<file path="config.mk">
export PLATFORM = sky130hd
export DESIGN_NAME = io_manager_unit
export DESIGN_NICKNAME = d
export VERILOG_FILES = /design/src/rtl/io_map_pkg.sv /design/src/rtl/io_addr_decoder.sv /design/src/rtl/io_manager_unit.sv
export SDC_FILE = /design/constraint.sdc
export NUM_CORES = 1
export LEC_CHECK = 0
export CORE_ASPECT_RATIO = 0.75
export CORE_UTILIZATION = 51
export DETAILED_ROUTE_END_ITERATION = 12
export DONT_BUFFER_PORTS = 1
export PLACE_DENSITY_LB_ADDON = 0.2
export SYNTH_ARGS = -nofsm -noshare
export SYNTH_HDL_FRONTEND = slang
export SYNTH_SLANG_ARGS = --single-unit
</file>
<file path="constraint.sdc">
create_clock -name clk -period 2.1 [get_ports clk]
set_input_delay 0.42 -clock clk [delete_from_list [all_inputs] [get_ports clk]]
set_output_delay 0.42 -clock clk [all_outputs]
set_load 0.02 [all_outputs]
</file>
<file path="src/rtl/io_map_pkg.sv">
// Address map and SRAM strobe encodings shared by the I/O manager and its decoder.
package io_map_pkg;

    localparam logic [15:0] RLED_ADDR = 16'hFFF0;
    localparam logic [15:0] GLED_ADDR = 16'hFFF1;
    localparam logic [15:0] IO_BASE   = 16'hFFF0;

    // Bit positions inside sram_control = {ce_n, oe_n, we_n, ub_n, lb_n}
    localparam int CE_BIT = 4;
    localparam int OE_BIT = 3;
    localparam int WE_BIT = 2;
    localparam int UB_BIT = 1;
    localparam int LB_BIT = 0;

    localparam logic [4:0] SRAM_IDLE = 5'b11111;
    localparam logic [4:0] SRAM_RD   = 5'b00100;
    localparam logic [4:0] SRAM_WR   = 5'b01000;

endpackage

</file>
<file path="src/rtl/io_addr_decoder.sv">
// Splits the CPU address space into SRAM and I/O, and flags writes to the LED registers.
module io_addr_decoder
    import io_map_pkg::*;
(
    input  logic [15:0] direcciones_cpu,
    input  logic        oe,
    output logic        sram_sel,
    output logic        rled_we,
    output logic        gled_we
);

    logic io_sel;

    assign io_sel   = (direcciones_cpu >= IO_BASE);
    assign sram_sel = !io_sel;
    assign rled_we  = oe && (direcciones_cpu == RLED_ADDR);
    assign gled_we  = oe && (direcciones_cpu == GLED_ADDR);

endmodule

</file>
<file path="src/rtl/io_manager_unit.sv">
// Memory-mapped I/O manager: SRAM strobe generation, SRAM address pass-through and LED registers.
module io_manager_unit
    import io_map_pkg::*;
(
    input  logic        clk,
    input  logic        reset,
    input  logic [15:0] direcciones_cpu,
    input  logic [15:0] led_data,
    input  logic        oe,
    output logic [4:0]  sram_control,
    output logic [9:0]  r_led,
    output logic [7:0]  g_led,
    output logic [17:0] direcciones
);

    logic       sram_sel;
    logic       rled_we;
    logic       gled_we;
    logic [9:0] r_led_reg;
    logic [7:0] g_led_reg;
    logic       unused_data_hi;

    io_addr_decoder u_decoder (
        .direcciones_cpu (direcciones_cpu),
        .oe              (oe),
        .sram_sel        (sram_sel),
        .rled_we         (rled_we),
        .gled_we         (gled_we)
    );

    // The board only wires A15..A0; the upper SRAM address pins stay low.
    assign direcciones = {2'b00, direcciones_cpu};

    // Reset gates the strobes combinationally so the SRAM deselects in the same cycle.
    always_comb begin
        sram_control = SRAM_IDLE;
        if (!reset && sram_sel) begin
            sram_control = oe ? SRAM_WR : SRAM_RD;
        end
    end

    always_ff @(posedge clk) begin
        if (reset) begin
            r_led_reg <= '0;
            g_led_reg <= '0;
        end else begin
            if (rled_we) begin
                r_led_reg <= led_data[9:0];
            end
            if (gled_we) begin
                g_led_reg <= led_data[7:0];
            end
        end
    end

    assign r_led = r_led_reg;
    assign g_led = g_led_reg;

    // Data bits above the widest LED register carry no meaning here.
    assign unused_data_hi = ^led_data[15:10];

endmodule

</file>
# After elaboration in Yosys (flattened, before gate mapping)
# Index checks and enable logic that the tools add are counted.
totals:
  input_bits: 35
  rom_bits: 0
  reg_bits: 18
  latchBits: 0
  out_inout_bits: 41
  wordCells: 12
  ram_bits: 0
  memories: 0
op_classes:
  eq_ne: 2
  n_reduce_logical: 5
  n_mux: 2
  multipliers: 0
  bitwise_logic: 0
  n_div: 0
  n_shift: 0
  n_lt_le_gt_ge: 1
  n_addsub: 0
op_table:
  columns: ["operator", "n"]
  rows:
  - ["equality test 16 bit, second input constant", 2]
  - [">= comparator 16 bit, second input constant", 1]
  - ["2-to-1 mux 5 bit", 1]
  - ["2-to-1 mux 4 bit", 1]
  - ["logical AND 1 bit", 3]
  - ["zero test 1 bit", 2]

# Depth between registers and ports, before layout
# Gate-level depths: netlist of the first run.
depth:
  ltp_word: 4
  ltp_mapped: 6
  ltp_nobuf: 4

# Cells and area by module
# A second synthesis of the first run with hierarchy kept.
hier_totals:
  cells_unflattened: 90
  area_unflattened_um2: 890.9
modules_own_cells:
  columns: ["mod", "seq_area_each_um2", "instances", "cells_per_inst", "area_each_um2"]
  rows:
  - ["io_manager_unit", 360.3, 1, 82, 823.3]
  - ["io_addr_decoder", 0.0, 1, 8, 67.6]

# Worst setup path after synthesis of the first run
# OpenSTA, ideal clock, no wires.
synth_path:
  kind: "in2reg"
  start: "input direcciones_cpu[1]"
  end: "register g_led_reg[0] (netlist: g_led[0])"
  setup_slack_ns: 0.160
  n_path_buf: 2
  required_ns: 1.968
  stages: 6
  arrival_time_ns: 1.807
  setup_time_ns: 0.132
  cell_sequence: "or4b_4 > or4_4 > buf_6 > buf_6 > o21ai_1 > a21oi_1"
synth_between:
  elab_chain_len: 2
synth_rtl:
  columns: ["element", "line", "source"]
  rows:
  - ["start, declared", "io_manager_unit.sv:7", "input logic [15:0] direcciones_cpu,"]
  - ["equality test 16 bit", "io_addr_decoder.sv:17", "assign gled_we = oe && (direcciones_cpu == GLED_ADDR);"]
  - ["logical AND 1 bit", "io_addr_decoder.sv:17", null]
  - ["end signal, assigned", "io_manager_unit.sv:51", "g_led_reg <= led_data[7:0];"]
  - ["end, declared", "io_manager_unit.sv:20", "logic [7:0] g_led_reg;"]
# No other way between the ends.
# A chain may end at the register's enable or synchronous reset.

# Final worst setup path of the first run
layout_path:
  start: "input direcciones_cpu[11]"
  end: "output sram_control[0]"
layout_between:
  elab_chain_len: 4
layout_rtl:
  columns: ["element", "line", "source"]
  rows:
  - [">= comparator 16 bit", "io_addr_decoder.sv:14", "assign io_sel = (direcciones_cpu >= IO_BASE);"]
  - ["zero test 1 bit", "io_addr_decoder.sv:15", "assign sram_sel = !io_sel;"]
  - ["logical AND 1 bit", "io_manager_unit.sv:37", "if (!reset && sram_sel) begin"]
  - ["2-to-1 mux 5 bit", "io_manager_unit.sv:37", null]
  - ["end, declared", "io_manager_unit.sv:10", "output logic [4:0] sram_control,"]
# No other way between the ends.

==> results of run 1 <==
## layout by cell type (no fill, tap or decap)
| cell type | netlist | layout |
|---|---|---|
| nand3_1 | 18 | 18 |
| inv_1 | 2 | 2 |
| and4_1 | 1 | 1 |
| nand2b_1 | 1 | 1 |
| o21ai_2 | 1 | 1 |
| or4_4 | 1 | 1 |
| nor4_4 | 1 | 1 |
| nand4_1 | 3 | 3 |
| conb_1 | 1 | 2 |
| a21oi_1 | 19 | 19 |
| buf_4 | 20 | 1 |
| clkbuf_4 | 0 | 3 |
| clkbuf_8 | 0 | 1 |
| dfxtp_1 | 18 | 18 |
| nand2_1 | 1 | 1 |
| o21ai_0 | 8 | 8 |
| or4b_4 | 1 | 1 |
| nor2_1 | 1 | 1 |
| o21ai_1 | 9 | 9 |
## critical path: stages
cell	delay [ps]
nand4_1	180
nor2_1	140
a21oi_1	110
inv_1	390
## path summary, 6_finish.rpt
| kind | startpoint | to | depth (start not counted) |
|---|---|---|---|
| worst max-delay path | direcciones_cpu[11] | sram_control[0] | 4 |
| worst min-delay path | reset | r_led[3] | 1 |
| worst min register to register | g_led[1] | g_led[1] | 2 |
| worst max register to register | r_led[5] | r_led[5] | 2 |
## synth_stat cells (2+ instances only)
library cell,n
o21ai_1,9
nand4_1,3
buf_6,2
dfxtp_1,18
nand3_1,18
a21oi_1,19
buf_4,20
clkbuf_1,3
o21ai_0,8
inv_1,2
buf_2,3
## layer usage
| metal | GRT usage | up-vias | routed length [µm] |
|---|---|---|---|
| li1 | - | 335 | - |
| met1 | 0.2383 | 337 | 834 |
| met2 | 0.2857 | 44 | 821 |
| met3 | 0.09412 | 4 | 205 |
| met4 | 0.04730 | 0 | 13 |
| met5 | 0 | - | 0 |
## metrics by stage
step,power [µW],hold slack [ps],cell area (µm²),cells,worst slack (ps)
2_1_floorplan,430.0,536.4,940.9,115,160.4
3_3_place_gp,372.4,491.4,777.0,110,185.6
3_5_place_dp,372.6,492.9,777.0,110,128.3
4_1_cts,579.0,174.9,813.3,114,405.7
5_1_grt,592.7,167.2,813.3,114,310.2
6_report,574.8,186.8,813.3,114,426.2
## layout make-up
class,count,area (µm²)
fillers,182,910.9
multi-input cells,67,374.1
flip-flops and latches,18,360.3
clock buffers,4,36.28
well taps,22,27.53
repair buffers,1,7.507
inverters,2,7.507
## cells by family after synthesis
group | share of synthesized area
AO/OA/AOI/OAI | 0.2016
buffers and inverters | 0.2203
AND/OR/NAND/NOR | 0.1896
flip-flops | 0.3845
other | 0.004001
## where the power goes
group / switching, µW / total (µW) / internal (µW)
Clock: 104 / 210 / 106
Combinational: 19.7 / 23.7 / 3.96
Sequential: 0.00507 / 341 / 341
Total: 124 / 575 / 451
==> flow_summary.ini, run 1 <==
[power]
p_leak_uw = 0.0002539
ir_drop_mv = 0.4121
powerDensity_nw_per_um2 = 706.7

[floorplanning]
die_y_um = 39.13
die_area_um2 = 2015
die_w_um = 51.50
io_pins = 76
core_area_um2 = 1724
initial_core_util = 0.5435
rows = 13

[critical_path]
cp-start-kind = primary input
cp.arrival_ps = 1250
cp.required_ps = 1680
path_class = primary input to primary output
setup.worst_path.end_class = primary output
rrSetupSlack_ps = 1290
critPathMaxFanout = 3

[drt]
drt_iter0_markers = 16
finalWirelength_mm = 1.875
drcViolationCount = 0
wl_per_cell_um = 16.45
via_per_inst = 6.316
drt.antenna.violating_nets = 0
first_pass_iters = 4
vias = 720

[synth]
synth_edf_count = 0
synth_largest_area_cell = dfxtp_1
synth_seq_cells = 18
synth_ff_type = dfxtp_1
syn_area_per_cell_um2 = 8.221
synth_top_area_frac = 0.3845
synth_cells = 114
yosys_warnings = 0
async_reset_ff_frac = 0
syn_area_um2 = 937.1
seq_area_frac_synth = 0.3845
yosys-top-cells-area = dfxtp_1, buf_4, a21oi_1
ys_types = 20

[timing]
drv_slew = 0
finClkSkew_ps = 0
min_period_over_period = 0.7971
setup_violations = 0
finalCriticalPeriod_ps = 1674
report.final.hold_viol_count = 0
worst_pin_slew_ps = 571.0
fin_setup_tns_ps = 0
maxSlewHeadroom = 0.6189
max_freq_mhz = 597.4
rsz0062_at_grt = no

[global_routing]
grt_max_degree = 21
grt_first_pass_wirelength_mm = 2.697
grt-ovfl-total = 0
antenna_found_initial = 0
grt_usage = 0.1891
grt_pass1_vias = 591

[clock_network]
holdBufCountCts = 0
clk_pin_slew_ps = 100
cts_sinks = 18
h-tree-depth = 1
clk_path_buf_depth = 2
cts_tree = built
post_cts_buffers = 0
cts_resized = 0
clock_latency_ps = 290
cts-root-buf = clkbuf_4
numCtsBuffers = 3

[placement]
dp_hpwl_mm = 1.269
finalWeightedCongestion = 0.6401
portBuffers = 0

[layout]
syn2layout_area_growth_pct = -13.22
diodes = 0
final_core_util = 0.4717
largest_reg_flops = 10
final_layout_size_suffix_gt1_frac = 0.09783
final_nets = 128

[job]
drv_cap = 0

[status]
status = finished, final reports clean

[min_path]
worst_hold_path_type = primary input to flop
Note: power is estimated with default switching activity, not from simulation.
==> run 2: changes to the inputs <==
- clock period: 2.1 -> 1.5 ns (I/O delays scaled with it)
==> run 2 against run 1 <==
Net effect: non-clock buffer count is 5 higher; die area did not move; sequential power up 40%; total power up 42%; critical path depth stayed put; combinational power increased by 86%; worst hold slack lost 120 ps; global-route usage grew 0.19 points; critical endpoint is now r_led[5]; register-to-register slack worse by 570 ps; count of clock-buffer cells in the layout unchanged.
==> flow_summary.ini, run 2 (synthesis results as in run 1) <==
[layout]
n_fill_cell = 179
largest_reg_flops = 10
final_area_um2 = 883.3
final_layout_size_suffix_gt1_frac = 0.1649
syn2layout_area_growth_pct = -5.741
register_area_um2 = 360.3
diodes = 0
final_nets = 133
final_core_util = 0.5123
mostFrequentLayoutCells = nand3_1, a21oi_1, dfxtp_1, o21ai_1, o21ai_0
multi_input_area_um2 = 381.6

[timing]
maxSlewHeadroom = 0.6423
min_period_over_period = 0.9853
finClkSkew_ps = 0
max_freq_mhz = 676.6
setup_violations = 0
rsz0062_at_grt = no
finalCriticalPeriod_ps = 1478
drv_slew = 0
fin_setup_tns_ps = 0
report.final.hold_viol_count = 0
fin_ws_ps = 22.05
holdWs_ps = 63.57
worst_pin_slew_ps = 536.0

[floorplanning]
die_y_um = 39.13
die_w_um = 51.50
io_pins = 76
core_area_um2 = 1724
die_area_um2 = 2015
rows = 13
initial_core_util = 0.5435

[global_routing]
grt_pass1_vias = 577
grt_usage = 0.1909
grt_first_pass_wirelength_mm = 2.711
antenna_found_initial = 0
grt-ovfl-total = 0
grt_max_degree = 21

[critical_path]
reg2regPathDepth = 2
rrSetupSlack_ps = 720
cp.required_ps = 1690
setup.worst_path.end_class = flop
path_class = primary input to flop
rr_endpoint = r_led[5]
cp-start-kind = primary input
rr_startpoint = r_led[5]
critPathMaxFanout = 18
cp.arrival_ps = 1670

[placement]
finalWeightedCongestion = 0.6642
portBuffers = 0
dp_hpwl_mm = 1.325
dp_slack_ps = -301.5
place_area_um2 = 839.6

[clock_network]
cts_sinks = 18
clk_path_buf_depth = 2
h-tree-depth = 1
cts_tree = built
clk_pin_slew_ps = 100
holdBufCountCts = 0
numCtsBuffers = 3
clock_latency_ps = 290
cts-root-buf = clkbuf_4

[power]
p_leak_uw = 0.0002834
ir_drop_mv = 0.5962
p_seq_frac = 0.587
powerDensity_nw_per_um2 = 921.7
comb_power_share = 0.054
power_frac_clock = 0.359
internal_power_uw = 639.8
switching_share = 0.2142
p_sw_uw = 174.4

[drt]
first_pass_iters = 4
vias = 750
drt.antenna.violating_nets = 0
wl_per_cell_um = 15.84
drcViolationCount = 0
finalWirelength_mm = 1.885
drt_iter0_markers = 11
via_per_inst = 6.303

[min_path]
min_to = r_led[0]
worstHoldStart = reset
whs_path_depth = 1
worst_hold_path_type = primary input to flop

[status]
status = finished, final reports clean

[job]
drv_cap = 0
[run 2: cell types whose count changed in the layout (fill, tap and decap cells not counted)]
cell     before  now
buf_12        0    2
o21ai_2       1    2
buf_4         1    4
o21ai_0       8    5
a21oi_2       0    1
a21oi_1      19   18
o21ai_1       9   11
[run 2: timing repair]
action                     4_1_cts  5_1_grt
setup endpoints to repair        0        6
setup buffers                    0        0
gates resized for setup          0        5
[run 2: worst max-delay path by stage]
stage                                  start  endpoint  slack, ps  depth (start not counted)
final                     direcciones_cpu[1]  r_led[5]         20                          4
after global routing      direcciones_cpu[1]  r_led[5]          2                          4
after detailed placement  direcciones_cpu[1]  r_led[6]       -300                          4
after global placement    direcciones_cpu[1]  r_led[6]       -270                          4
after floorplan           direcciones_cpu[1]  g_led[0]       -320                          6
after CTS                 direcciones_cpu[1]  r_led[6]         20                          4
[run 2: layout make-up]
type	count	area share
clock buffer	4	0.04108
tap	22	0.03116
sequential	18	0.4079
multi-input combinational	67	0.4320
timing repair buffer	6	0.07932
inverter	2	0.008499
[run 2: power groups by stage]
stage                     registers [µW]  clock network, µW  logic (µW)
after detailed placement             489                  0        44.1
after floorplan                      489                  0         113
final                                478                292        44.2
after CTS                            478                304        44.2
after global placement               489                  0        43.2
after global routing                 478                330        47.8
[run 2: per-layer routing]
metal  track usage  wire [µm]
met1        0.2295        777
met2        0.2955        865
met3        0.1137        231
met4       0.03378         10
met5             0          0
[run 2: critical path, stage by stage]
cell,delay (ps)
or4b_4,520
or4_4,560
o21ai_0,200
a21oi_1,80
[run 2: stage by stage]
stage          power [µW]  cells
2_1_floorplan       602.0    115
3_3_place_gp        531.8    115
3_5_place_dp        532.7    115
4_1_cts             825.9    119
5_1_grt             855.6    119
6_report            814.2    119
==> run 3: changes to the inputs <==
- CTS_CLUSTER_SIZE: default -> 8
- clock period: 1.5 -> 1.2 ns (I/O delays scaled with it)
==> run 3 against run 2 <==
Net effect: the flow now finishes with violations (negative hold slack, negative setup slack); design area increased by 13%; sequential share of layout area fell by 4.7 points; clock power up 27%; combinational power grew 48%; die area did not move; non-clock buffer count increased by 5; critical path type unchanged; largest cell class unchanged.
==> flow_summary.ini, run 3 (synthesis results as in run 1) <==
[drt]
wl_per_cell_um = 16.97
finalWirelength_mm = 2.121
vias = 785
drt.antenna.violating_nets = 0
drt_iter0_markers = 8
via_per_inst = 6.280
drcViolationCount = 0
first_pass_iters = 4

[timing]
drv_slew = 0
holdWs_ps = -6.406
finalCriticalPeriod_ps = 1356
min_period_over_period = 1.130
rsz0062_at_grt = yes
finClkSkew_ps = 0
max_freq_mhz = 737.5
setup_violations = 18
fin_setup_tns_ps = -2492
fin_ws_ps = -156.0
report.final.hold_viol_count = 6

[clock_network]
clock_latency_ps = 290
h-tree-depth = 1
clk_path_buf_depth = 2
cts_tree = built
clk_pin_slew_ps = 100
cts-root-buf = clkbuf_4
numCtsBuffers = 3
cts_sinks = 18

[critical_path]
crit_chain = or4b_4 -> or4_4 -> o21ai_0 -> a21oi_1
critical_path_buf_inv_count = 0
setup.worst_path.end_class = flop
path_class = primary input to flop
critPathMaxFanout = 9
cp.required_ps = 1390
cp-start-kind = primary input
cp.arrival_ps = 1550
cp_slowest_cell = or4b_4
slowest_delay_ps = 550
crit_family = simple AND/OR/NAND/NOR gates

[global_routing]
grt_usage = 0.2050
grt_pass1_vias = 621
grt-ovfl-total = 0
grt_first_pass_wirelength_mm = 2.925
grt_max_degree = 21
antenna_found_initial = 0

[power]
ir_drop_mv = 0.7942
power_frac_clock = 0.359
internal_power_uw = 804.6
p_sw_uw = 228.4
comb_power_share = 0.063
switching_share = 0.2211
p_seq_frac = 0.578
powerDensity_nw_per_um2 = 1035
total_power_uw = 1033
p_leak_uw = 0.0003180

[layout]
final_nets = 139
n_fill_cell = 166
layout_commonest_cell = dfxtp_1
syn2layout_area_growth_pct = 6.542
final_layout_size_suffix_gt1_frac = 0.3204
mostFrequentLayoutCells = dfxtp_1, o21ai_1, a21oi_1, nand3_1, buf_4
final_core_util = 0.5791
diodes = 0
largest_reg_flops = 10

[min_path]
worst_hold_path_type = primary input to flop

[floorplanning]
die_y_um = 39.13
core_area_um2 = 1724
die_w_um = 51.50
rows = 13
io_pins = 76
die_area_um2 = 2015
initial_core_util = 0.5435

[placement]
portBuffers = 0
dp_slack_ps = -524.6
finalWeightedCongestion = 0.7226
dp_hpwl_mm = 1.264

[status]
status = finished with violations
failed_checks = negative hold slack, negative setup slack

[job]
drv_cap = 0
[run 3: changes by cell type in the layout (fill, tap and decap cells not counted), sizes merged]
cell / change
or4: +1
clkbuf: +1
buf: +4
[run 3: worst reg2reg max path, delay by kind of cell, from the launching register on]
family	cells	cell delay (ps)
flops	1	470
compound gates	2	260
[run 3: area by class of cell]
type | instances | area, µm² | share of cell area
sequential | 18 | 360.3 | 0.3609
timing repair buffer | 11 | 116.4 | 0.1165
clock buffer | 4 | 36.28 | 0.03634
tap | 22 | 27.53 | 0.02757
multi-input combinational | 68 | 445.4 | 0.4461
inverter | 2 | 12.51 | 0.01253
[run 3: worst paths after layout]
| path | startpoint | to | slack, ps | depth (start not counted) |
|---|---|---|---|---|
| setup / recovery | direcciones_cpu[1] | r_led[6] | -160 | 4 |
| hold / removal | reset | g_led[6] | -6 | 1 |
| setup reg to reg | r_led[3] | r_led[3] | 420 | 2 |
| hold reg to reg | g_led[1] | g_led[1] | 560 | 2 |
[run 3: repair_timing]
| item | CTS | global route |
|---|---|---|
| gates resized for setup | 7 | 16 |
| gates cloned | 1 | 1 |
| pin swaps | 4 | 1 |
| hold endpoints to repair | 17 | 18 |
| buffers inserted | 3 | 1 |
| setup endpoints to repair | 23 | 19 |
[run 3: per-layer routing]
| metal | part of all wire | vias to the layer above | wire, µm | global-route usage |
|---|---|---|---|---|
| li1 | - | 363 | - | - |
| met1 | 0.43 | 372 | 917 | 0.2721 |
| met2 | 0.45 | 50 | 945 | 0.2857 |
| met3 | 0.12 | 0 | 258 | 0.1216 |
| met4 | 0 | 0 | 0 | 0.02703 |
| met5 | 0 | - | 0 | 0 |
[run 3: through the flow]
| step | instances | instance area, µm² |
|---|---|---|
| 6_report | 125 | 998.5 |
| 4_1_cts | 123 | 915.9 |
| 5_1_grt | 125 | 998.5 |
| 3_5_place_dp | 115 | 827.0 |
| 2_1_floorplan | 115 | 940.9 |
| 3_3_place_gp | 115 | 827.0 |
[run 3: power groups by stage]
stage	Combinational, µW	Sequential [µW]	Clock, µW
2_1_floorplan	142	611	0
5_1_grt	69.7	597	413
3_3_place_gp	50.3	611	0
6_report	65.5	597	371
3_5_place_dp	50.5	611	0
4_1_cts	59.9	597	379
